File: src/rtl/ram_window_arbiter_if.sv
// ram_window_arbiter_if: bus bundle between the slot path, the background
// requester, the SRAM/ROM pins and the window arbiter.
//   slave  : arbiter side (timing inputs, requests in; memory pins, ack out)
//   master : environment side (slot decode, background engine, pin model)
interface ram_window_arbiter_if #(
  parameter int AW = 20,
  parameter int DW = 8
);
  logic          PHI1;
  logic          cpu_sel;
  logic          cpu_rw;
  logic [AW-1:0] cpu_addr;
  logic          bg_req;
  logic          bg_we;
  logic [AW-1:0] bg_addr;
  logic [DW-1:0] bg_wdata;
  logic          bg_ack;
  logic [DW-1:0] bg_rdata;
  logic [DW-1:0] mem_rdata;
  logic [AW-1:0] mem_addr;
  logic [DW-1:0] mem_wdata;
  logic          mem_doe;
  logic          mem_cs;
  logic          mem_oe_n;
  logic          mem_we_n;
  logic          dben;
  logic [2:0]    phase;

  modport slave (
    input  PHI1, cpu_sel, cpu_rw, cpu_addr,
    input  bg_req, bg_we, bg_addr, bg_wdata, mem_rdata,
    output bg_ack, bg_rdata, mem_addr, mem_wdata, mem_doe,
    output mem_cs, mem_oe_n, mem_we_n, dben, phase
  );

  modport master (
    output PHI1, cpu_sel, cpu_rw, cpu_addr,
    output bg_req, bg_we, bg_addr, bg_wdata, mem_rdata,
    input  bg_ack, bg_rdata, mem_addr, mem_wdata, mem_doe,
    input  mem_cs, mem_oe_n, mem_we_n, dben, phase
  );
endinterface

File: src/rtl/ram_window_arbiter.sv
// ram_window_arbiter: time-slices the shared SRAM/ROM pins between the Apple II
// slot path (S4-S7, PHI0) and one background requester (S1-S3, PHI1).
// Ports:
//   C7M  : 7 MHz bus clock, all state on rising edge
//   nRES : asynchronous active-low reset
//   bus  : ram_window_arbiter_if.slave (PHI1, slot request, background
//          request/ack/data, memory pins, dben, phase)
module ram_window_arbiter #(
  parameter int AW = 20,
  parameter int DW = 8
) (
  input logic                  C7M,
  input logic                  nRES,
  ram_window_arbiter_if.slave  bus
);

  typedef enum logic [1:0] {
    BG_IDLE,
    BG_ADDR,
    BG_STRB,
    BG_CAPT
  } bg_state_e;

  logic [2:0]    s_q, s_d;
  logic          phi1_q, phi1_d;
  logic          phi0_seen_q, phi0_seen_d;
  bg_state_e     state_q, state_d;
  logic [AW-1:0] addr_q, addr_d;
  logic          we_q, we_d;
  logic [DW-1:0] wdata_q, wdata_d;
  logic          ack_q, ack_d;
  logic [DW-1:0] rdata_q, rdata_d;
  logic          bg_cs_q, bg_cs_d;
  logic          bg_oe_n_q, bg_oe_n_d;
  logic          bg_we_n_q, bg_we_n_d;
  logic          bg_doe_q, bg_doe_d;
  logic          dben_q, dben_d;
  logic          cs_en_q, cs_en_d;

  logic          resync;
  logic          s1_next;
  logic          bg_idle;
  logic          slot_sel;

  always_comb begin
    phi1_d      = bus.PHI1;
    phi0_seen_d = phi0_seen_q | ~bus.PHI1;
    resync      = bus.PHI1 & ~phi1_q & phi0_seen_q;

    // S0 (no PHI0 yet) and S7 (stretched cycle) hold until the next PHI1 rise
    if (resync) begin
      s_d = 3'd1;
    end else if ((s_q == 3'd0) || (s_q == 3'd7)) begin
      s_d = s_q;
    end else begin
      s_d = s_q + 3'd1;
    end
    s1_next = (s_d == 3'd1);

    state_d = state_q;
    addr_d  = addr_q;
    we_d    = we_q;
    wdata_d = wdata_q;
    ack_d   = 1'b0;
    rdata_d = rdata_q;

    // A PHI1 resync always restarts the FSM: an in-flight STRB/CAPT is
    // abandoned without ack and a still-pending request is re-granted at once.
    if (s1_next) begin
      if (bus.bg_req) begin
        state_d = BG_ADDR;
        addr_d  = bus.bg_addr;
        we_d    = bus.bg_we;
        wdata_d = bus.bg_wdata;
      end else begin
        state_d = BG_IDLE;
      end
    end else begin
      unique case (state_q)
        BG_ADDR: state_d = BG_STRB;
        BG_STRB: state_d = BG_CAPT;
        BG_CAPT: begin
          state_d = BG_IDLE;
          ack_d   = 1'b1;
          if (!we_q) begin
            rdata_d = bus.mem_rdata;
          end
        end
        default: state_d = BG_IDLE;
      endcase
    end

    // Background strobes are registered from the next state
    bg_cs_d   = (state_d == BG_STRB) || (state_d == BG_CAPT);
    bg_oe_n_d = ~(bg_cs_d & ~we_d);
    bg_we_n_d = ~((state_d == BG_STRB) & we_d);
    bg_doe_d  = (state_d != BG_IDLE) & we_d;

    dben_d  = s_q[2];
    cs_en_d = ((s_q == 3'd4) & bus.cpu_rw) | (s_q >= 3'd5);
  end

  always_ff @(posedge C7M or negedge nRES) begin
    if (!nRES) begin
      s_q         <= '0;
      phi1_q      <= 1'b0;
      phi0_seen_q <= 1'b0;
      state_q     <= BG_IDLE;
      addr_q      <= '0;
      we_q        <= 1'b0;
      wdata_q     <= '0;
      ack_q       <= 1'b0;
      rdata_q     <= '0;
      bg_cs_q     <= 1'b0;
      bg_oe_n_q   <= 1'b1;
      bg_we_n_q   <= 1'b1;
      bg_doe_q    <= 1'b0;
      dben_q      <= 1'b0;
      cs_en_q     <= 1'b0;
    end else begin
      s_q         <= s_d;
      phi1_q      <= phi1_d;
      phi0_seen_q <= phi0_seen_d;
      state_q     <= state_d;
      addr_q      <= addr_d;
      we_q        <= we_d;
      wdata_q     <= wdata_d;
      ack_q       <= ack_d;
      rdata_q     <= rdata_d;
      bg_cs_q     <= bg_cs_d;
      bg_oe_n_q   <= bg_oe_n_d;
      bg_we_n_q   <= bg_we_n_d;
      bg_doe_q    <= bg_doe_d;
      dben_q      <= dben_d;
      cs_en_q     <= cs_en_d;
    end
  end

  assign bg_idle  = (state_q == BG_IDLE);
  assign slot_sel = bg_idle & bus.cpu_sel & cs_en_q;

  assign bus.mem_addr  = bg_idle ? bus.cpu_addr : addr_q;
  assign bus.mem_wdata = wdata_q;
  assign bus.mem_doe   = bg_doe_q;
  assign bus.mem_cs    = bg_cs_q | slot_sel;
  assign bus.mem_oe_n  = bg_oe_n_q & ~(slot_sel & bus.cpu_rw);
  assign bus.mem_we_n  = bg_we_n_q & ~(slot_sel & ~bus.cpu_rw);
  assign bus.bg_ack    = ack_q;
  assign bus.bg_rdata  = rdata_q;
  assign bus.dben      = dben_q;
  assign bus.phase     = s_q;

endmodule
File: src/flat_wrapper.sv
// flat-port wrapper written by rule: the top's interface ports become plain ports
module ram_window_arbiter_flat 
#(
  parameter int AW = 20,
  parameter int DW = 8
)
  (C7M, nRES, bus_PHI1, bus_cpu_sel, bus_cpu_rw, bus_cpu_addr, bus_bg_req, bus_bg_we, bus_bg_addr, bus_bg_wdata, bus_mem_rdata, bus_bg_ack, bus_bg_rdata, bus_mem_addr, bus_mem_wdata, bus_mem_doe, bus_mem_cs, bus_mem_oe_n, bus_mem_we_n, bus_dben, bus_phase);
  ram_window_arbiter_if #(.AW(AW), .DW(DW)) bus_i ();
  input logic C7M;
  input logic nRES;
  input wire logic [$bits(bus_i.PHI1)-1:0] bus_PHI1;
  input wire logic [$bits(bus_i.cpu_sel)-1:0] bus_cpu_sel;
  input wire logic [$bits(bus_i.cpu_rw)-1:0] bus_cpu_rw;
  input wire logic [$bits(bus_i.cpu_addr)-1:0] bus_cpu_addr;
  input wire logic [$bits(bus_i.bg_req)-1:0] bus_bg_req;
  input wire logic [$bits(bus_i.bg_we)-1:0] bus_bg_we;
  input wire logic [$bits(bus_i.bg_addr)-1:0] bus_bg_addr;
  input wire logic [$bits(bus_i.bg_wdata)-1:0] bus_bg_wdata;
  input wire logic [$bits(bus_i.mem_rdata)-1:0] bus_mem_rdata;
  output wire logic [$bits(bus_i.bg_ack)-1:0] bus_bg_ack;
  output wire logic [$bits(bus_i.bg_rdata)-1:0] bus_bg_rdata;
  output wire logic [$bits(bus_i.mem_addr)-1:0] bus_mem_addr;
  output wire logic [$bits(bus_i.mem_wdata)-1:0] bus_mem_wdata;
  output wire logic [$bits(bus_i.mem_doe)-1:0] bus_mem_doe;
  output wire logic [$bits(bus_i.mem_cs)-1:0] bus_mem_cs;
  output wire logic [$bits(bus_i.mem_oe_n)-1:0] bus_mem_oe_n;
  output wire logic [$bits(bus_i.mem_we_n)-1:0] bus_mem_we_n;
  output wire logic [$bits(bus_i.dben)-1:0] bus_dben;
  output wire logic [$bits(bus_i.phase)-1:0] bus_phase;
  assign bus_i.PHI1 = bus_PHI1;
  assign bus_i.cpu_sel = bus_cpu_sel;
  assign bus_i.cpu_rw = bus_cpu_rw;
  assign bus_i.cpu_addr = bus_cpu_addr;
  assign bus_i.bg_req = bus_bg_req;
  assign bus_i.bg_we = bus_bg_we;
  assign bus_i.bg_addr = bus_bg_addr;
  assign bus_i.bg_wdata = bus_bg_wdata;
  assign bus_i.mem_rdata = bus_mem_rdata;
  assign bus_bg_ack = bus_i.bg_ack;
  assign bus_bg_rdata = bus_i.bg_rdata;
  assign bus_mem_addr = bus_i.mem_addr;
  assign bus_mem_wdata = bus_i.mem_wdata;
  assign bus_mem_doe = bus_i.mem_doe;
  assign bus_mem_cs = bus_i.mem_cs;
  assign bus_mem_oe_n = bus_i.mem_oe_n;
  assign bus_mem_we_n = bus_i.mem_we_n;
  assign bus_dben = bus_i.dben;
  assign bus_phase = bus_i.phase;
  ram_window_arbiter #(.AW(AW), .DW(DW)) u_core (.C7M(C7M), .nRES(nRES), .bus(bus_i));
endmodule
File: config.mk
export PLATFORM = sky130hd
export DESIGN_NAME = ram_window_arbiter_flat
export DESIGN_NICKNAME = d
export VERILOG_FILES = /design/src/rtl/ram_window_arbiter_if.sv /design/src/rtl/ram_window_arbiter.sv /design/src/flat_wrapper.sv
export SDC_FILE = /design/constraint.sdc
export NUM_CORES = 1
export LEC_CHECK = 0
export ABC_AREA = 1
export BUFFER_PORTS_ARGS = -buffer_cell sky130_fd_sc_hd__buf_2
export CAP_MARGIN = 20
export CORE_AREA = 2 2 88 90
export DETAILED_ROUTE_END_ITERATION = 7
export DIE_AREA = 0 0 90 92
export HOLD_SLACK_MARGIN = 0.06
export SYNTH_ARGS = -nofsm -noshare
export SYNTH_HDL_FRONTEND = slang
export SYNTH_SLANG_ARGS = --single-unit
File: constraint.sdc
create_clock -name C7M -period 1.9 [get_ports C7M]
set_clock_uncertainty 0.05 [all_clocks]
set_input_delay 0.095 -clock C7M [delete_from_list [all_inputs] [get_ports C7M]]
set_output_delay 0.095 -clock C7M [all_outputs]
set_load 0.05 [all_outputs]
# == Yosys cells after proc, flatten, opt, wreduce, memory -nomap -nowiden ==
# Index checks and enable logic that the tools add are counted.
# totals
out_inout_bits,45
input_bits,63
regBits,51
wordCells,67
# op_classes
mux,10
n_eq_ne,8
order_cmp,1
bitwise_logic,25
addsub,1
reduce_logical,7
# ops
cell,n
$mux W20,1
$and A1 B1 Y1,12
$not A1 Y1,10
$eq A2 B2 Y1 const B,4
$eq A3 B3 Y1 const B,2
$mux W3,2
$mux W1,5
$pmux W2 S2,1
$add A3 B1 Y3 const B,1
$eq A3 B1 Y1 const B,1
$ge A3 B3 Y1 const B,1
$logic_not A3 Y1,1
$or A1 B1 Y1,3
$reduce_and A3 Y1,1
$eq A2 B1 Y1 const B,1
$logic_not A2 Y1,1
$logic_or A1 B1 Y1,2
$mux W2,1
$reduce_and A2 Y1,1
$reduce_bool A2 Y1,1

# == Depth between registers and ports, before layout ==
# depth
depth_word,10
depth_mapped,12
mapped_depth_nobuf,11

# == Worst setup path after synthesis ==
# OpenSTA, ideal clock, no wires.
# synth_path
path_type,reg-to-output
startpoint,"reg, netlist name u_core.bg_cs_q"
endpoint,out bus_mem_addr[0]
path_stages_with_launch,5
n_path_buf,1
path_slack_ns,-0.168
t_arrival_ns,1.923
required_ns,1.755
cell_sequence,dfrtp_1 inv_1 ha_1 clkbuf_1 o21ai_0
# synth_lines
element,line_no,rtl
"end, declared",flat_wrapper.sv:22,output wire logic [$bits(bus_i.mem_addr)-1:0] bus_mem_addr;

# == Final worst setup path ==
# layout_path
startpoint,reg u_core.s_q[0] (netlist: u_core.bus.phase[0])
endpoint,reg u_core.addr_q[2]
# layout_between
elab_chain_len,6
elab_cells_between_ends,8
cone_classes,add/sub (1); eq/ne (2); mux (2); reduce/logical (3)
# layout_lines
element,line_no,rtl
"start, declared",ram_window_arbiter.sv:24,"logic [2:0] s_q, s_d;"
"start signal, assigned",ram_window_arbiter.sv:105,s_q <= '0;
"start signal, assigned",ram_window_arbiter.sv:121,s_q <= s_d;
"parallel branches: the longest is 2 deep, another holds $add A3 B1 Y3",--,
$mux W3 *,ram_window_arbiter.sv:53,end else if ((s_q == 3'd0) || (s_q == 3'd7)) begin
$mux W3 *,ram_window_arbiter.sv:51,if (resync) begin
$eq A3 B1 Y1 *,ram_window_arbiter.sv:58,s1_next = (s_d == 3'd1);
$reduce_and A2 Y1 (no line) *,--,
"end signal, assigned",ram_window_arbiter.sv:125,addr_q <= addr_d;
"end, declared",ram_window_arbiter.sv:28,"logic [AW-1:0] addr_q, addr_d;"
# Mark *: on every way between the ends.
# A chain may end at the register's enable or synchronous reset.

==> results.toml <==
[status]
status = "finished, final reports clean"

[sta]
hold_violations = 0
hold_slack_ns = 0.1518
max_freq_mhz = 551.4
setup_viol = 0
period_share_pct = 95.45
slew_headroom_pct = 57.00
final.setup.worst_slack_ns = 0.08648
worst_pin_slew_ns = 0.6450
slew_viol_final = 0
period_minus_slack_ns = 1.814

[synth]
synth_area_um2 = 2287
yosys.area.top_type = "dfrtp_1"
yosysTopAreaCellShare_pct = 52.52
netlist_top_cells_count = "nand2_1, dfrtp_1, inv_1"
yosys_warnings = 0
synthFlopType = "dfrtp_1"
postSynthCellCount = 269
syn_nets = 338
yosys-top-cells-area = "dfrtp_1, nand2_1, o21ai_0"
ys_async_sr_fraction_pct = 100.0
yosysMostFrequentCell = "nand2_1"
syn_area_per_cell_um2 = 8.503
yosysUniqueCellTypes = 19
ys_seq_area_share_pct = 54.81
ys_ff_latch = 50
synth_edf_count = 0

[cells_and_area]
fill_cells = 718
ff_latch_area_um2 = 1256
drive_above_1_share_pct = 33.25
antenna_cells = 0
multi_input_area_um2 = 804.5
post-route-cell-area_um2 = 3625
nets = 492
fin_cells = 526
area_growth_pct = 58.48

[routing]
ant_nets = 0
wl_per_cell_um = 11.97
drt_pre_antenna_iters = 4
wirelength_um = 6294
via_count = 2220
via_per_inst = 4.221
drc = 0
drt-initial-drc-count = 65

[placement]
dp_slack_ns = 0.08516
place_congestion = 0.7175
place_area_um2 = 2933
io_buffers = 107
dp.cells = 471
dp_hpwl_um = 3653

[die]
die_y_um = 92
io_pins = 108
rows = 32
die_w_um = 90
core-area_um2 = 7447
die-area_um2 = 8280
start_util_pct = 30.71

[worst_setup_path]
cp_max_fo = 12
cp.required_ns = 2.04
r2r_start = "u_core.bus.phase[0]$_DFF_PN0_"
cp-end-kind = "flip-flop"
crit_end = "u_core.addr_q[2]$_DFFE_PN0P_"
reg2reg_to = "u_core.addr_q[2]$_DFFE_PN0P_"
r2r_cells = 8
cp-startpoint = "u_core.bus.phase[0]$_DFF_PN0_"
critPathArrivalTime_ns = 1.96
critPathLaunchType = "flip-flop"
path_class = "reg2reg"
ff2ff_setup_slack_ns = 0.09

[global_routing]
grt_max_degree = 51
grt_antenna_before_repair = 0
grt_pass1_wl_um = 9549
globalRouteOverflowTotal = 0
grt_pass1_vias = 2162
grt_use_total_pct = 13.99

[power]
p_leak_nw = 1.944
vdd_drop_max_uv = 818.6
powerDensity_nw_per_um2 = 1975

[clock_network]
root_buffer = "clkbuf_8"
cts_buffers = 5
clkTransAtPathRegs_ns = 0.09
clock_latency_ns = 0.30
cts_sinks = 50
cts_tree = "yes"
cts.htree.levels = 2
cts.path.max_buffers = 2

[worst_hold_path]
hold_class = "in2reg"
holdCritStartpoint = "bus_bg_req"

[run]
max-cap-violations = 0
==> worst min-delay path by stage <==
| stage | slack (ns) | end | depth (start not counted) |
|---|---|---|---|
| final | 0.15 | u_core.we_q$_DFF_PN0_ | 4 |
| after global routing | 0.15 | u_core.we_q$_DFF_PN0_ | 4 |
| after CTS | 0.14 | u_core.we_q$_DFF_PN0_ | 4 |
| after detailed placement | 0.20 | u_core.bus.dben$_DFF_PN0_ | 2 |
| after global placement | 0.18 | u_core.phi1_q$_DFF_PN0_ | 1 |
| after floorplan | -0.25 | u_core.addr_q[0]$_DFFE_PN0P_ | 0 |
==> through the flow <==
step / setup TNS [ns] / total power, mW / util (%)
after floorplan: -3.368 / 4.876 / -
after global placement: 0 / 5.714 / 39.38
after detailed placement: 0 / 5.796 / 39.38
after CTS: 0 / 6.828 / 46.88
after global routing: -0.007798 / 7.638 / 48.67
final: 0 / 7.160 / 48.67
==> placed cells by master (no fill, tap or decap), types with 2 or more instances in the layout <==
| cell type | Yosys | final |
|---|---|---|
| nand3_1 | 6 | 6 |
| buf_6 | 4 | 3 |
| o21a_1 | 2 | 2 |
| nor2_1 | 4 | 4 |
| buf_2 | 3 | 90 |
| nand3_2 | 3 | 3 |
| buf_4 | 0 | 21 |
| o21ai_1 | 13 | 19 |
| o21ai_0 | 37 | 31 |
| dfstp_2 | 2 | 2 |
| dlygate4sd3_1 | 0 | 39 |
| dfrtp_2 | 0 | 2 |
| inv_1 | 43 | 40 |
| clkbuf_16 | 0 | 2 |
| nand2_1 | 87 | 87 |
| buf_12 | 0 | 2 |
| ha_1 | 6 | 4 |
| nand3b_1 | 2 | 2 |
| dfrtp_1 | 48 | 46 |
| clkbuf_8 | 0 | 5 |
| inv_2 | 2 | 4 |
==> sequential cells by signal (all words and copies together) (netlist names) <==
signal,count
u_core.addr_q,20
u_core.bg_cs_q,1
u_core.bg_oe_n_q,1
u_core.bg_we_n_q,1
u_core.bus.bg_ack,1
u_core.bus.bg_rdata,8
u_core.bus.dben,1
u_core.bus.mem_doe,1
u_core.bus.mem_wdata,8
u_core.bus.phase,3
u_core.cs_en_q,1
u_core.phi0_seen_q,1
u_core.phi1_q,1
u_core.state_q,1
u_core.we_q,1
==> kinds of logic (layout without fill, tap and decap cells) <==
family / Yosys count / count (layout) / synth area share (%)
simple gates: 104 / 104 / 19.26
flops: 50 / 50 / 54.81
compound gates: 53 / 53 / 11.98
fa+ha+maj: 6 / 6 / 3.282
buf+inv: 56 / 211 / 10.67
==> routing by layer <==
layer	wire length [µm]	GRT usage, %	share of wire, %
met4	68	3.077	1.1
met1	2846	17.06	45
met3	304	3.287	4.8
met2	3074	25.19	49
met5	0	0	0
==> timing repair <==
item / 4_1_cts / 5_1_grt
hold endpoints to repair: 87 / 0
resized for setup: 7 / 35
hold buffers: 39 / 0
buffers inserted: 0 / 3
setup endpoints to repair: 2 / 51
gates cloned: 1 / 5
pin swaps: 0 / 1
==> worst max-delay path, cell delays in order, from the launching register on <==
cell and delay [ns]:
dfrtp_2 0.45, inv_2 0.07, ha_2 0.26, nand3b_1 0.16
nand3_2 0.11, nand4_1 0.17, inv_4 0.18, buf_6 0.19
o21ai_1 0.08
==> report_power, final <==
group | total (mW) | switching, mW | internal, mW
Combinational | 4.65 | 3.20 | 1.45
Sequential | 1.76 | 0.203 | 1.56
Clock | 0.748 | 0.355 | 0.393
Total | 7.16 | 3.76 | 3.40
==> final cells by class <==
cell class | count | share of cell area [%]
clock inverters | 2 | 1.036
clock buffers | 6 | 2.002
inverters | 45 | 4.729
well taps | 102 | 3.521
multi-input cells | 163 | 22.20
repair buffers | 158 | 31.86
flip-flops and latches | 50 | 34.66
Note: power is estimated with default switching activity, not from simulation.
